**src/rtl/fhp_disp_pkg.sv**
```systemverilog
// Shared definitions for the FHP display path.
//   fhp_state_e : frame painter FSM encoding
//   VGA_W/VGA_H : framebuffer geometry in pixels
//   RGB_POP*    : RGB332 colour per cell-state popcount (particle density)
//   popcount6   : number of occupied channels in a 6-bit FHP cell state
package fhp_disp_pkg;

  typedef enum logic [2:0] {
    ST_IDLE,
    ST_RD,
    ST_WT,
    ST_LD,
    ST_PAINT,
    ST_DONE
  } fhp_state_e;

  localparam int VGA_W = 640;
  localparam int VGA_H = 480;

  localparam logic [7:0] RGB_POP0 = 8'h00;
  localparam logic [7:0] RGB_POP1 = 8'hFF;
  localparam logic [7:0] RGB_POP2 = 8'hFC;
  localparam logic [7:0] RGB_POP3 = 8'hF8;
  localparam logic [7:0] RGB_POP4 = 8'hF4;
  localparam logic [7:0] RGB_POP5 = 8'hF0;
  localparam logic [7:0] RGB_POP6 = 8'hEC;

  function automatic logic [2:0] popcount6(input logic [5:0] s);
    logic [2:0] n;
    n = '0;
    for (int i = 0; i < 6; i++) n = n + 3'(s[i]);
    return n;
  endfunction

endpackage

```
**src/rtl/fhp_frame_painter_if.sv**
```systemverilog
// Painter bus: cell-state memory read port plus framebuffer pixel write port.
//   master : painter side (drives read strobe/address and pixel request)
//   slave  : memory / framebuffer-arbiter side
interface fhp_frame_painter_if #(
  parameter int ADDR_W      = 15,
  parameter int COLOR_NBITS = 8
);
  logic                   cell_rd_en;
  logic [ADDR_W-1:0]      cell_rd_addr;
  logic [5:0]             cell_rd_data;
  logic                   pix_wr_req;
  logic [9:0]             pix_x;
  logic [8:0]             pix_y;
  logic [COLOR_NBITS-1:0] pix_color;
  logic                   pix_wr_ack;

  modport master (
    output cell_rd_en, cell_rd_addr,
    input  cell_rd_data,
    output pix_wr_req, pix_x, pix_y, pix_color,
    input  pix_wr_ack
  );

  modport slave (
    input  cell_rd_en, cell_rd_addr,
    output cell_rd_data,
    input  pix_wr_req, pix_x, pix_y, pix_color,
    output pix_wr_ack
  );
endinterface

```
**src/rtl/fhp_frame_painter_color.sv**
```systemverilog
// Colour mapper: FHP cell state -> RGB332 colour by particle count.
//   cell_state : 6-bit occupancy vector
//   color      : colour, resized to color_nbits
module fhp_color_map
  import fhp_disp_pkg::*;
#(
  parameter int color_nbits = 8
) (
  input  logic [5:0]             cell_state,
  output logic [color_nbits-1:0] color
);
  logic [7:0] rgb;

  always_comb begin
    rgb = RGB_POP0;
    case (popcount6(cell_state))
      3'd1:    rgb = RGB_POP1;
      3'd2:    rgb = RGB_POP2;
      3'd3:    rgb = RGB_POP3;
      3'd4:    rgb = RGB_POP4;
      3'd5:    rgb = RGB_POP5;
      3'd6:    rgb = RGB_POP6;
      default: rgb = RGB_POP0;
    endcase
  end

  assign color = color_nbits'(rgb);
endmodule

```
**src/rtl/fhp_frame_painter.sv**
```systemverilog
// FHP frame painter: on start, reads every lattice cell in raster order,
// maps it to a colour and writes it as a SCALE x SCALE pixel block.
//   clk, reset_n : clock, synchronous active-low reset
//   start        : frame trigger (honoured only when idle)
//   busy, done   : frame in progress / one-cycle end-of-frame pulse
//   frame_cnt    : completed frame counter (wraps)
//   bus          : cell read port + pixel req/ack write port (master)
module fhp_frame_painter
  import fhp_disp_pkg::*;
#(
  parameter int LAT_W       = 160,
  parameter int LAT_H       = 120,
  parameter int SCALE       = 4,
  parameter int ADDR_W      = 15,
  parameter int COLOR_NBITS = 8
) (
  input  logic                clk,
  input  logic                reset_n,
  input  logic                start,
  output logic                busy,
  output logic                done,
  output logic [15:0]         frame_cnt,
  fhp_frame_painter_if.master bus
);
  localparam int CX_W  = (LAT_W > 1) ? $clog2(LAT_W) : 1;
  localparam int CY_W  = (LAT_H > 1) ? $clog2(LAT_H) : 1;
  localparam int SHIFT = $clog2(SCALE);
  localparam int S_W   = (SCALE > 1) ? SHIFT : 1;

  localparam logic [CX_W-1:0] CX_LAST = CX_W'(LAT_W - 1);
  localparam logic [CY_W-1:0] CY_LAST = CY_W'(LAT_H - 1);
  localparam logic [S_W-1:0]  S_LAST  = S_W'(SCALE - 1);

  fhp_state_e state_q, state_d;

  logic [CX_W-1:0]        cx;
  logic [CY_W-1:0]        cy;
  logic [S_W-1:0]         sx, sy;
  logic [5:0]             cell_q;
  logic [15:0]            frame_cnt_q;
  logic [COLOR_NBITS-1:0] color_w;
  logic                   sub_last, cell_last;

  assign sub_last  = (sx == S_LAST) && (sy == S_LAST);
  assign cell_last = (cx == CX_LAST) && (cy == CY_LAST);

  // ---- FSM ----
  always_ff @(posedge clk) begin
    if (!reset_n) state_q <= ST_IDLE;
    else          state_q <= state_d;
  end

  always_comb begin
    state_d        = state_q;
    done           = 1'b0;
    bus.cell_rd_en = 1'b0;
    bus.pix_wr_req = 1'b0;
    case (state_q)
      ST_IDLE:  if (start) state_d = ST_RD;
      ST_RD: begin
        bus.cell_rd_en = 1'b1;
        state_d        = ST_WT;
      end
      ST_WT:    state_d = ST_LD;
      ST_LD:    state_d = ST_PAINT;
      ST_PAINT: begin
        bus.pix_wr_req = 1'b1;
        if (bus.pix_wr_ack && sub_last) state_d = cell_last ? ST_DONE : ST_RD;
      end
      ST_DONE: begin
        done    = 1'b1;
        state_d = ST_IDLE;
      end
      default:  state_d = ST_IDLE;
    endcase
  end

  assign busy = (state_q != ST_IDLE);

  // ---- cell / subpixel counters ----
  always_ff @(posedge clk) begin
    if (!reset_n) begin
      cx          <= '0;
      cy          <= '0;
      sx          <= '0;
      sy          <= '0;
      cell_q      <= '0;
      frame_cnt_q <= '0;
    end else begin
      case (state_q)
        ST_IDLE: if (start) begin
          cx <= '0;
          cy <= '0;
        end
        // Read data is valid during the latency cycle, so it is captured
        // on the edge that enters LD.
        ST_WT: begin
          cell_q <= bus.cell_rd_data;
          sx     <= '0;
          sy     <= '0;
        end
        ST_PAINT: if (bus.pix_wr_ack) begin
          if (sx == S_LAST) begin
            sx <= '0;
            if (sy == S_LAST) begin
              sy <= '0;
              if (cell_last) begin
                frame_cnt_q <= frame_cnt_q + 16'd1;
              end else if (cx == CX_LAST) begin
                cx <= '0;
                cy <= cy + 1'b1;
              end else begin
                cx <= cx + 1'b1;
              end
            end else begin
              sy <= sy + 1'b1;
            end
          end else begin
            sx <= sx + 1'b1;
          end
        end
        default: ;
      endcase
    end
  end

  assign frame_cnt = frame_cnt_q;

  // ---- address / pixel coordinates ----
  assign bus.cell_rd_addr = ADDR_W'(32'(cy) * 32'(LAT_W) + 32'(cx));
  assign bus.pix_x        = (10'(cx) << SHIFT) | 10'(sx);
  assign bus.pix_y        = (9'(cy) << SHIFT) | 9'(sy);

  fhp_color_map #(.color_nbits(COLOR_NBITS)) u_color (
    .cell_state (cell_q),
    .color      (color_w)
  );
  assign bus.pix_color = color_w;

  // Lattice must fit the VGA raster.
  always_ff @(posedge clk) begin
    if (reset_n)
      assert (LAT_W * SCALE <= VGA_W && LAT_H * SCALE <= VGA_H)
        else $error("lattice %0dx%0d at scale %0d exceeds VGA raster", LAT_W, LAT_H, SCALE);
  end
endmodule

```
**src/flat_wrapper.sv**
```systemverilog
// flat-port wrapper written by rule: the top's interface ports become plain ports
module fhp_frame_painter_flat import fhp_disp_pkg::*;
#(
  parameter int LAT_W       = 160,
  parameter int LAT_H       = 120,
  parameter int SCALE       = 4,
  parameter int ADDR_W      = 15,
  parameter int COLOR_NBITS = 8
)
  (clk, reset_n, start, busy, done, frame_cnt, bus_cell_rd_en, bus_cell_rd_addr, bus_cell_rd_data, bus_pix_wr_req, bus_pix_x, bus_pix_y, bus_pix_color, bus_pix_wr_ack);
  fhp_frame_painter_if #(.ADDR_W(ADDR_W), .COLOR_NBITS(COLOR_NBITS)) bus_i ();
  input  logic clk;
  input  logic reset_n;
  input  logic start;
  output logic busy;
  output logic done;
  output logic [15:0] frame_cnt;
  output wire logic [$bits(bus_i.cell_rd_en)-1:0] bus_cell_rd_en;
  output wire logic [$bits(bus_i.cell_rd_addr)-1:0] bus_cell_rd_addr;
  input wire logic [$bits(bus_i.cell_rd_data)-1:0] bus_cell_rd_data;
  output wire logic [$bits(bus_i.pix_wr_req)-1:0] bus_pix_wr_req;
  output wire logic [$bits(bus_i.pix_x)-1:0] bus_pix_x;
  output wire logic [$bits(bus_i.pix_y)-1:0] bus_pix_y;
  output wire logic [$bits(bus_i.pix_color)-1:0] bus_pix_color;
  input wire logic [$bits(bus_i.pix_wr_ack)-1:0] bus_pix_wr_ack;
  assign bus_cell_rd_en = bus_i.cell_rd_en;
  assign bus_cell_rd_addr = bus_i.cell_rd_addr;
  assign bus_i.cell_rd_data = bus_cell_rd_data;
  assign bus_pix_wr_req = bus_i.pix_wr_req;
  assign bus_pix_x = bus_i.pix_x;
  assign bus_pix_y = bus_i.pix_y;
  assign bus_pix_color = bus_i.pix_color;
  assign bus_i.pix_wr_ack = bus_pix_wr_ack;
  fhp_frame_painter #(.LAT_W(LAT_W), .LAT_H(LAT_H), .SCALE(SCALE), .ADDR_W(ADDR_W), .COLOR_NBITS(COLOR_NBITS)) u_core (.clk(clk), .reset_n(reset_n), .start(start), .busy(busy), .done(done), .frame_cnt(frame_cnt), .bus(bus_i));
endmodule
```
**config.mk**
```make
export PLATFORM = sky130hd
export DESIGN_NAME = fhp_frame_painter_flat
export DESIGN_NICKNAME = d
export VERILOG_FILES = /design/src/rtl/fhp_disp_pkg.sv /design/src/rtl/fhp_frame_painter_if.sv /design/src/rtl/fhp_frame_painter_color.sv /design/src/rtl/fhp_frame_painter.sv /design/src/flat_wrapper.sv
export SDC_FILE = /design/constraint.sdc
export NUM_CORES = 1
export LEC_CHECK = 0
export CORE_UTILIZATION = 45
export CTS_BUF_LIST = sky130_fd_sc_hd__clkbuf_4 sky130_fd_sc_hd__clkbuf_8
export DETAILED_ROUTE_END_ITERATION = 8
export GPL_TIMING_DRIVEN = 1
export HOLD_SLACK_MARGIN = 0.12
export MAX_ROUTING_LAYER = met4
export PLACE_DENSITY = 0.81
export SLEW_MARGIN = 20
export SYNTH_ARGS = -nofsm -noshare
export SYNTH_HDL_FRONTEND = slang
export SYNTH_SLANG_ARGS = --single-unit
```
**constraint.sdc**
```tcl
create_clock -name clk -period 6.2 [get_ports clk]
set_input_delay 0.62 -clock clk [delete_from_list [all_inputs] [get_ports clk]]
set_output_delay 0.62 -clock clk [all_outputs]
set_load 0.05 [all_outputs]
```
==> qor.yml, run 1 <==
worst_setup_path:
  slowest_stage: "clkdlybuf4s50_1"
  rrSetupSlack_ps: 3490
  r2r-end: "u_core.frame_cnt[4]"
  endpoint: "bus_pix_color[6]"
  arrival_ps: 3600
  worstSetupPathType: "flop to output port"
  cp-start-kind: "flop"
  crit_top_cell: "fa_1"
  r2r_cells: 6
  path_cells: "fa_1 -> inv_1 -> fa_1 -> inv_1 -> ha_1 -> fa_1 -> and3_1 -> nor2_1 -> clkdlybuf4s50_1"
  reg2reg_from: "u_core.state_q[2]"
  crit_path_max_incr_delay_ps: 840
  worst_setup_path_end_kind: "output port"
  crit_fanout: 5
  crit_required_ps: 5580
  worstSetupStartpoint: "u_core.cell_q[0]"
detailed_routing:
  drc_errors: 0
  vias: 2734
  wire_per_inst_um: 14.1
  drt-pass1-iter-count: 6
  drt_iter0_markers: 137
  ant_nets: 0
  drt-total-wl_um: 6850
  vias_per_cell: 5.65
synth:
  synth-seq-area-share: 0.307
  syn-num-nets: 384
  avgSynthCellArea_um2: 8.20
  synth_flop_cell: "dfxtp_1"
  postSynthCellCount: 350
  ys_warn_count: 0
  synthArstFlopShare: 0
  synthesis.area_um2: 2870
  ys_seq_elements: 44
  synth-edff-count: 0
  synth_cell_types: 51
global_route:
  grt_pass1_vias: 2398
  antenna_found_initial: 0
  grt_util_all_layers: 0.216
  grt_start_max_net_pins: 33
  gr-total-overflow: 0
  grt_pass1_wl_um: 11000
clocking:
  clk_pin_slew_ps: 80
  cts_buffers: 5
  postCtsSetupRepairBufs: 0
  cts_sinks: 44
  hold_buffers: 0
  worstSkewPairLatency_ps: 290
  clock-root-buffer: "clkbuf_8"
  ctsLongestPathBuffers: 2
  htree_levels: 2
  cts_tree: "built"
  post_cts_resized: 0
die:
  start_util: 0.476
  ioPinCount: 72
  core_area_um2: 6030
  die_x_um: 81.8
  die_area_um2: 6700
  die_h_um: 81.8
  rows: 28
power_and_ir_drop:
  power_density_nw_per_um2: 199
  p_leak_nw: 1.43
  vdd_drop_max_mv: 0.297
layout:
  postLayoutCoreUtil: 0.604
  layout.nets: 442
  stdcell_count: 484
  drive_gt1_frac: 0.0391
  syn_to_final_growth_pct: 27.0
  final_common_cell: "clkdlybuf4s50_1"
  fillers: 542
  final_cell_mix: "clkdlybuf4s50_1, dfxtp_1, nand2_1"
  diodes: 0
place:
  numPortBuffers: 71
  hpwl_um: 5110
  gp_congestion: 0.858
  dp_cells: 476
sta:
  rsz0062_at_grt: "false"
  worst_slew_pin_slew_ps: 1010
  finalCritPeriodShare: 0.681
  tns_ps: 0
  slew_headroom: 0.324
  period_minus_slack_ps: 4220
  setup_violations: 0
  hold_violations: 0
  fin_skew_ps: 4.76
  drv_slew: 0
  clock.fmax_ghz: 0.237
  fin_hold_ws_ps: 466
run_status:
  status: "finished clean"
job:
  cap_violations: 0
worst_hold_path:
  hold_path.class: "flop to flop"
[per-layer routing]
layer	track usage	vias to the layer above	wire [um]
met3	0.0411	6	404
met4	0.0649	0	59
met2	0.357	93	3440
li1	-	1358	-
met5	-	-	0
met1	0.264	1277	2950
[flip-flops by register name, indices dropped and copies added (netlist names)]
signal	flops
u_core.sy	2
u_core.state_q	3
u_core.frame_cnt	16
u_core.cy	7
u_core.cell_q	6
u_core.cx	8
u_core.sx	2
[metrics by stage]
step / setup slack [ps] / power (W) / cell area [um2]
final: 1980 / 0.000725 / 3640
after CTS: 1940 / 0.000728 / 3640
after floorplan: 2100 / 0.000482 / 2870
after detailed placement: 2250 / 0.000538 / 3540
after global routing: 1810 / 0.000756 / 3640
after global placement: 2380 / 0.000533 / 3540
[worst min-delay path by stage]
stage,startpoint,end,slack [ps],cells after the start
after CTS,u_core.cell_q[4],u_core.cell_q[4],470,2
after floorplan,u_core.cell_q[4],u_core.cell_q[4],440,2
after detailed placement,u_core.cell_q[4],u_core.cell_q[4],460,2
final,u_core.cell_q[2],u_core.cell_q[2],470,2
after global placement,u_core.cell_q[5],u_core.cell_q[5],440,2
after global routing,u_core.cell_q[4],u_core.cell_q[4],500,2
[cell families (layout without fill, tap and decap cells)]
logic type / after synthesis / count (layout) / share of synthesized area
AOI/OAI and AO/OA: 74 / 74 / 0.154
DFF: 44 / 44 / 0.307
adders and majority gates: 24 / 24 / 0.118
buffers and inverters: 36 / 95 / 0.0659
and+or+nand+nor: 148 / 148 / 0.273
xor gates and xnor gates: 16 / 16 / 0.0536
muxes: 8 / 8 / 0.0283
[cells in the mapped netlist (all sizes together), types with 4 or more instances]
cell type / n / area share
fa: 5 / 0.035
xor2: 4 / 0.012
nor2: 23 / 0.030
xnor2: 11 / 0.034
buf: 12 / 0.034
a31oi: 4 / 0.0087
nand2b: 7 / 0.015
nor2b: 5 / 0.011
clkbuf: 8 / 0.010
nand3: 16 / 0.028
mux2i: 7 / 0.024
nand2: 41 / 0.054
inv: 16 / 0.021
dfxtp: 44 / 0.31
ha: 19 / 0.083
nand4: 9 / 0.022
o31ai: 7 / 0.018
and3: 7 / 0.015
or4: 9 / 0.024
o21ai: 17 / 0.035
nor3: 8 / 0.014
or3: 5 / 0.011
a21oi: 34 / 0.059
[where the power goes]
part           internal, W  total [W]  switching [W]
clock            0.0000997   0.000193      0.0000931
sequential        0.000288   0.000296     0.00000855
combinational    0.0000763   0.000236       0.000159
total             0.000464   0.000725       0.000261
[final cells by class]
class | instances | area (um2) | share of cell area
clock buffers | 8 | 97.6 | 0.0268
well taps | 75 | 93.8 | 0.0258
multi-input cells | 270 | 1800 | 0.494
flip-flops and latches | 44 | 881 | 0.242
repair buffers | 71 | 711 | 0.195
inverters | 16 | 60.1 | 0.0165
[worst max-delay path, delay by kind of cell, from the launching register on]
| kind | cells | cell delay, ps |
|---|---|---|
| adders and majority gates | 4 | 1700 |
| and+or+nand+nor | 2 | 350 |
| buffers and inverters | 3 | 930 |
| DFF | 1 | 330 |
Power figures use the tool's default switching activity.
==> run 2: changes to the inputs <==
==> constraint.sdc (replaced) <==
create_clock -name clk -period 4 [get_ports clk]
set_input_delay 0.4 -clock clk [delete_from_list [all_inputs] [get_ports clk]]
set_output_delay 0.4 -clock clk [all_outputs]
set_load 0.05 [all_outputs]
==> run 2 against run 1 <==
  * Worst setup slack got worse by 1900 ps
  * Clock power increased by 87%
  * Sequential share of layout area decreased by 0.38 points
  * Non-clock buffer count increased by 4
  * Worst hold slack got worse by 6.0 ps
  * Critical path type unchanged
  * Largest cell class unchanged
==> qor.yml, run 2 (synthesis results as in run 1) <==
worst_setup_path:
  path_cells: "fa_1 -> inv_1 -> fa_1 -> inv_1 -> ha_1 -> fa_1 -> nor2_1 -> a21oi_1 -> clkdlybuf4s50_1"
  slowest_stage: "clkdlybuf4s50_1"
  worst_setup_path_end_kind: "output port"
  path_delay_family: "adder cells"
  crit_top_cell: "fa_1"
  r2r-end: "u_core.frame_cnt[4]"
  worstSetupStartpoint: "u_core.cell_q[0]"
  reg2reg_from: "u_core.state_q[2]"
  cp.depth: 9  # unchanged
  rrSetupSlack_ps: 1270  # -2220 ps
  cp-start-kind: "flop"
  critPathBufInv: 3  # unchanged
  crit_fanout: 5  # unchanged
  crit_required_ps: 3600  # -1980 ps
  crit_path_max_incr_delay_ps: 810  # -30 ps
  worstSetupPathType: "flop to output port"
  r2r_cells: 6  # unchanged
  arrival_ps: 3470  # -130 ps
detailed_routing:
  wl_met2_um: 3430  # -0.15%
  wire_per_inst_um: 14.4  # +2.0%
  ant_nets: 0  # unchanged
  drt-pass1-iter-count: 5  # -1
  vias: 2763  # +1.1%
  drc_errors: 0  # unchanged
  maxUsedRoutingLayer: "met4"
  drt-total-wl_um: 7040  # +2.8%
  vias_per_cell: 5.66  # +0.23%
  wl_met3_um: 397  # -1.7%
  wl_met1_um: 3060  # +3.7%
  drt_iter0_markers: 258  # +88%
layout:
  final_cell_mix: "clkdlybuf4s50_1, dfxtp_1, nand2_1"
  multi_input_area_um2: 1800  # unchanged
  postLayoutCoreUtil: 0.614  # +0.00955
  final_common_cell: "clkdlybuf4s50_1"
  fillers: 527  # -2.8%
  stdcell_count: 488  # +0.83%
  diodes: 0  # unchanged
  regArea_um2: 881  # unchanged
  layout.nets: 446  # +0.90%
  drive_gt1_frac: 0.0484  # +0.00931
  largest_reg_flops: 16  # unchanged
  syn_to_final_growth_pct: 29.0
sta:
  tns_ps: 0  # unchanged
  drv_slew: 0  # unchanged
  period_minus_slack_ps: 3870
  fin_skew_ps: 8.68  # +3.92 ps
  slew_headroom: 0.345  # +0.0202
  hold_violations: 0  # unchanged
  finalCritPeriodShare: 0.969
  rsz0062_at_grt: "false"
  setup_violations: 0  # unchanged
  worst_slack_ps: 126  # -1850 ps
  worst_slew_pin_slew_ps: 982  # -30.3 ps
  clock.fmax_ghz: 0.258
die:
  die_x_um: 81.8  # unchanged
  die_h_um: 81.8  # unchanged
  core_area_um2: 6030  # unchanged
  ioPinCount: 72  # unchanged
  rows: 28  # unchanged
  start_util: 0.476  # unchanged
  die_area_um2: 6700  # unchanged
global_route:
  grt_util_all_layers: 0.226  # +0.0102
  grt_start_max_net_pins: 33  # unchanged
  antenna_found_initial: 0  # unchanged
  gr-total-overflow: 0  # unchanged
  grt_pass1_wl_um: 11500  # +4.7%
  grt_pass1_vias: 2495  # +4.0%
worst_hold_path:
  hold_end: "u_core.cell_q[5]"
  hold_path.class: "flop to flop"
  holdPathStages: 2  # unchanged
  hp-start: "u_core.cell_q[5]"
clocking:
  postCtsSetupRepairBufs: 0  # unchanged
  ctsLongestPathBuffers: 2  # unchanged
  cts_tree: "built"
  cts_buffers: 5  # unchanged
  cts_sinks: 44  # unchanged
  clock-root-buffer: "clkbuf_8"
  worstSkewPairLatency_ps: 300  # about the same
  htree_levels: 2  # unchanged
  clk_pin_slew_ps: 90  # about the same
power_and_ir_drop:
  vdd_drop_max_mv: 0.492  # +66%
  power_density_nw_per_um2: 315  # +58%
  p_leak_nw: 1.54  # +7.9%
place:
  pre_cts_slack_ps: 294  # -1960 ps
  dp_cells: 480  # +0.84%
  hpwl_um: 5120  # +0.15%
  numPortBuffers: 71  # unchanged
  gp_congestion: 0.844  # -1.7%
job:
  cap_violations: 0  # unchanged
run_status:
  status: "finished clean"
run 2: changes by cell type in the layout (fill, tap and decap cells not counted):
cell and delta:
dlymetal6s2s_1 +4, buf_4 +4, clkbuf_4 -2, clkinv_4 +1, dlygate4sd2_1 +5, clkdlybuf4s50_1 -9
bufinv_16 +1
run 2: worst max path at each step:
| stage | to | slack, ps |
|---|---|---|
| floorplan | bus_cell_rd_addr[14] | 120 |
| global placement | bus_pix_color[6] | 400 |
| detailed placement | bus_pix_color[6] | 290 |
| CTS | bus_pix_color[5] | 0.7 |
| global route | bus_pix_color[3] | 4 |
| finish | bus_pix_color[3] | 130 |
run 2: repair_timing:
action | 4_1_cts | 5_1_grt
resized for setup | 5 | 4
setup endpoints to repair | 6 | 4
hold buffers | 0 | 0
run 2: stage by stage:
step / power, W / hold WS, ps / area (um2)
final: 0.00116 / 460 / 3700
after global routing: 0.00121 / 482 / 3700
after CTS: 0.00117 / 460 / 3690
after detailed placement: 0.000833 / 448 / 3570
after global placement: 0.000826 / 444 / 3570
after floorplan: 0.000746 / 436 / 2870
run 2: worst min-delay path: stages (launching register included):
cell     delay [ps]
dfxtp_1         320
nand2_1          50
a21oi_1          50
run 2: metal layers:
| metal | global-route usage | up-vias |
|---|---|---|
| met2 | 0.368 | 103 |
| met5 | - | - |
| met3 | 0.0367 | 24 |
| met4 | 0.0947 | 0 |
| met1 | 0.276 | 1274 |
| li1 | - | 1362 |
run 2: layout make-up:
cell class / instances / area share
sequential: 44 / 0.238
multi-input combinational: 270 / 0.486
clock buffer: 6 / 0.0223
tap: 75 / 0.0254
timing repair buffer: 75 / 0.201
clock inverter: 2 / 0.0105
inverter: 16 / 0.0162
run 2: where the power goes:
group          internal [W]  switching, W  total [W]  leakage, nW
clock              0.000204      0.000156   0.000360       0.0614
combinational     0.0000999      0.000246   0.000346         1.12
sequential         0.000446     0.0000119   0.000458        0.355
==> run 3: changes to the inputs <==
==> constraint.sdc (replaced) <==
create_clock -name clk -period 3.8 [get_ports clk]
set_input_delay 0.38 -clock clk [delete_from_list [all_inputs] [get_ports clk]]
set_output_delay 0.38 -clock clk [all_outputs]
set_load 0.05 [all_outputs]
==> run 3 against run 2 <==
  * Cell area is 1.3% lower
  * Flip-flop and latch count is the same
  * Critical path depth shrank 3
  * Non-clock buffer count stayed put
  * Highest routed layer unchanged
==> qor.yml, run 3 (synthesis results as in run 1) <==
run_status:
  status: "finished clean"
worst_setup_path:
  worst_setup_path_end_kind: "output port"
  arrival_ps: 3280  # -190 ps
  crit_required_ps: 3420  # -180 ps
  r2r_cells: 6  # unchanged
  worstSetupPathType: "flop to output port"
  crit_fanout: 8  # +3
  cp-start-kind: "flop"
  rrSetupSlack_ps: 1110  # -160 ps
detailed_routing:
  ant_nets: 0  # unchanged
  vias: 2758  # -0.18%
  drt-total-wl_um: 6810  # -3.2%
  wire_per_inst_um: 14.0  # -3.2%
  drt_iter0_markers: 154  # -40%
  vias_per_cell: 5.65  # -0.18%
  drt-pass1-iter-count: 6  # +1
  drc_errors: 0  # unchanged
worst_hold_path:
  hold_path.class: "flop to flop"
  holdPathStages: 2  # unchanged
global_route:
  gr-total-overflow: 0  # unchanged
  grt_start_max_net_pins: 33  # unchanged
  grt_util_all_layers: 0.206  # -0.0201
  antenna_found_initial: 0  # unchanged
  grt_pass1_wl_um: 10500  # -8.8%
  grt_pass1_vias: 2293  # -8.1%
power_and_ir_drop:
  pwr-share-clk: 0.271  # -0.038
  power_density_nw_per_um2: 319  # +1.3%
  p_int_w: 0.000740  # -1.4%
  power_frac_comb: 0.316  # +0.019
  netSwitchingPower_w: 0.000425  # +2.6%
  vdd_drop_max_mv: 0.441  # -10%
  seq_power_share: 0.413  # +0.020
  switching_share: 0.365  # +0.00914
  p_leak_nw: 1.48  # -3.7%
clocking:
  htree_levels: 2  # unchanged
  hold_buffers: 0  # unchanged
  clk_pin_slew_ps: 80  # about the same
  postCtsSetupRepairBufs: 0  # unchanged
  clock-root-buffer: "clkbuf_8"
  cts_tree: "built"
  worstSkewPairLatency_ps: 290  # about the same
  cts_sinks: 44  # unchanged
  cts_buffers: 5  # unchanged
  ctsLongestPathBuffers: 2  # unchanged
sta:
  tns_ps: 0  # unchanged
  setup_violations: 0  # unchanged
  fin_skew_ps: 4.36  # -4.33 ps
  period_minus_slack_ps: 3660
  drv_slew: 0  # unchanged
  slew_headroom: 0.340  # -0.00430
  hold_violations: 0  # unchanged
  rsz0062_at_grt: "false"
  fin_hold_ws_ps: 459  # -0.652 ps
  worst_slew_pin_slew_ps: 988  # +6.44 ps
  finalCritPeriodShare: 0.963
  clock.fmax_ghz: 0.273
die:
  die_h_um: 81.8  # unchanged
  start_util: 0.476  # unchanged
  die_area_um2: 6700  # unchanged
  ioPinCount: 72  # unchanged
  core_area_um2: 6030  # unchanged
  die_x_um: 81.8  # unchanged
  rows: 28  # unchanged
place:
  hpwl_um: 5080  # -0.87%
  numPortBuffers: 71  # unchanged
  gp_congestion: 0.866  # +2.6%
layout:
  postLayoutCoreUtil: 0.606  # -0.00768
  diodes: 0  # unchanged
  final_cell_mix: "clkdlybuf4s50_1, dfxtp_1, nand2_1"
  drive_gt1_frac: 0.0678  # +0.0194
  syn_to_final_growth_pct: 27.3
  layout.nets: 446  # unchanged
  largest_reg_flops: 16  # unchanged
  final_common_cell: "clkdlybuf4s50_1"
job:
  cap_violations: 0  # unchanged
==> run 3: cell count changes in the layout (fill, tap and decap cells not counted), sizes merged <==
cell           previous run  this run
dlymetal6s2s              4         1
clkdlybuf4s50            62        61
clkinv                    1         0
buf                       4        12
dlygate4sd2               5         1
bufinv                    1         0
clkbuf                    6         8
==> run 3: path summary, 6_finish.rpt <==
check,endpoint,start
min,u_core.cell_q[5],u_core.cell_q[5]
max reg2reg,u_core.frame_cnt[4],u_core.state_q[2]
max,bus_cell_rd_addr[11],u_core.cy[2]
min reg2reg,u_core.cell_q[5],u_core.cell_q[5]
==> run 3: area by class of cell <==
type,instances,area (um2)
Clock buffer,8,97.6
Fill cell,547,2370
Inverter,16,60.1
Multi-Input combinational cell,270,1800
Sequential cell,44,881
Tap cell,75,93.8
Timing Repair Buffer,75,722
==> run 3: worst max-delay path: stages (launching register included) <==
cell             delay, ps
dfxtp_1                500
ha_1                   320
fa_1                   470
xnor2_1                210
or3b_2                 510
xnor2_1                160
clkdlybuf4s50_1        810
==> run 3: metrics by stage <==
step	setup WS [ps]	cells	area, um2	total power (W)
5_1_grt	57.8	488	3650	0.00121
3_5_place_dp	282	480	3550	0.000866
6_report	140	488	3650	0.00116
2_1_floorplan	149	350	2870	0.000786
3_3_place_gp	355	480	3550	0.000858
4_1_cts	117	488	3650	0.00117
==> run 3: metal layers <==
metal | part of all wire | vias to the layer above | global-route usage
met2 | 0.51 | 76 | 0.345
met1 | 0.44 | 1311 | 0.261
li1 | - | 1366 | -
met4 | 0.0053 | 0 | 0.0456
met5 | 0 | - | -
met3 | 0.046 | 5 | 0.0300
==> run 3: timing repair <==
| item | 4_1_cts | 5_1_grt |
|---|---|---|
| resized for setup | 1 | 1 |
| hold endpoints to repair | 0 | 0 |
| setup endpoints to repair | 1 | 1 |
==> run 3: power by group through the flow <==
stage                     clock, W  sequential [W]  combinational [W]
after floorplan                  0        0.000485           0.000300
after global placement           0        0.000491           0.000367
after detailed placement         0        0.000492           0.000373
after CTS                 0.000321        0.000481           0.000370
after global routing      0.000336        0.000483           0.000393
final                     0.000315        0.000482           0.000368
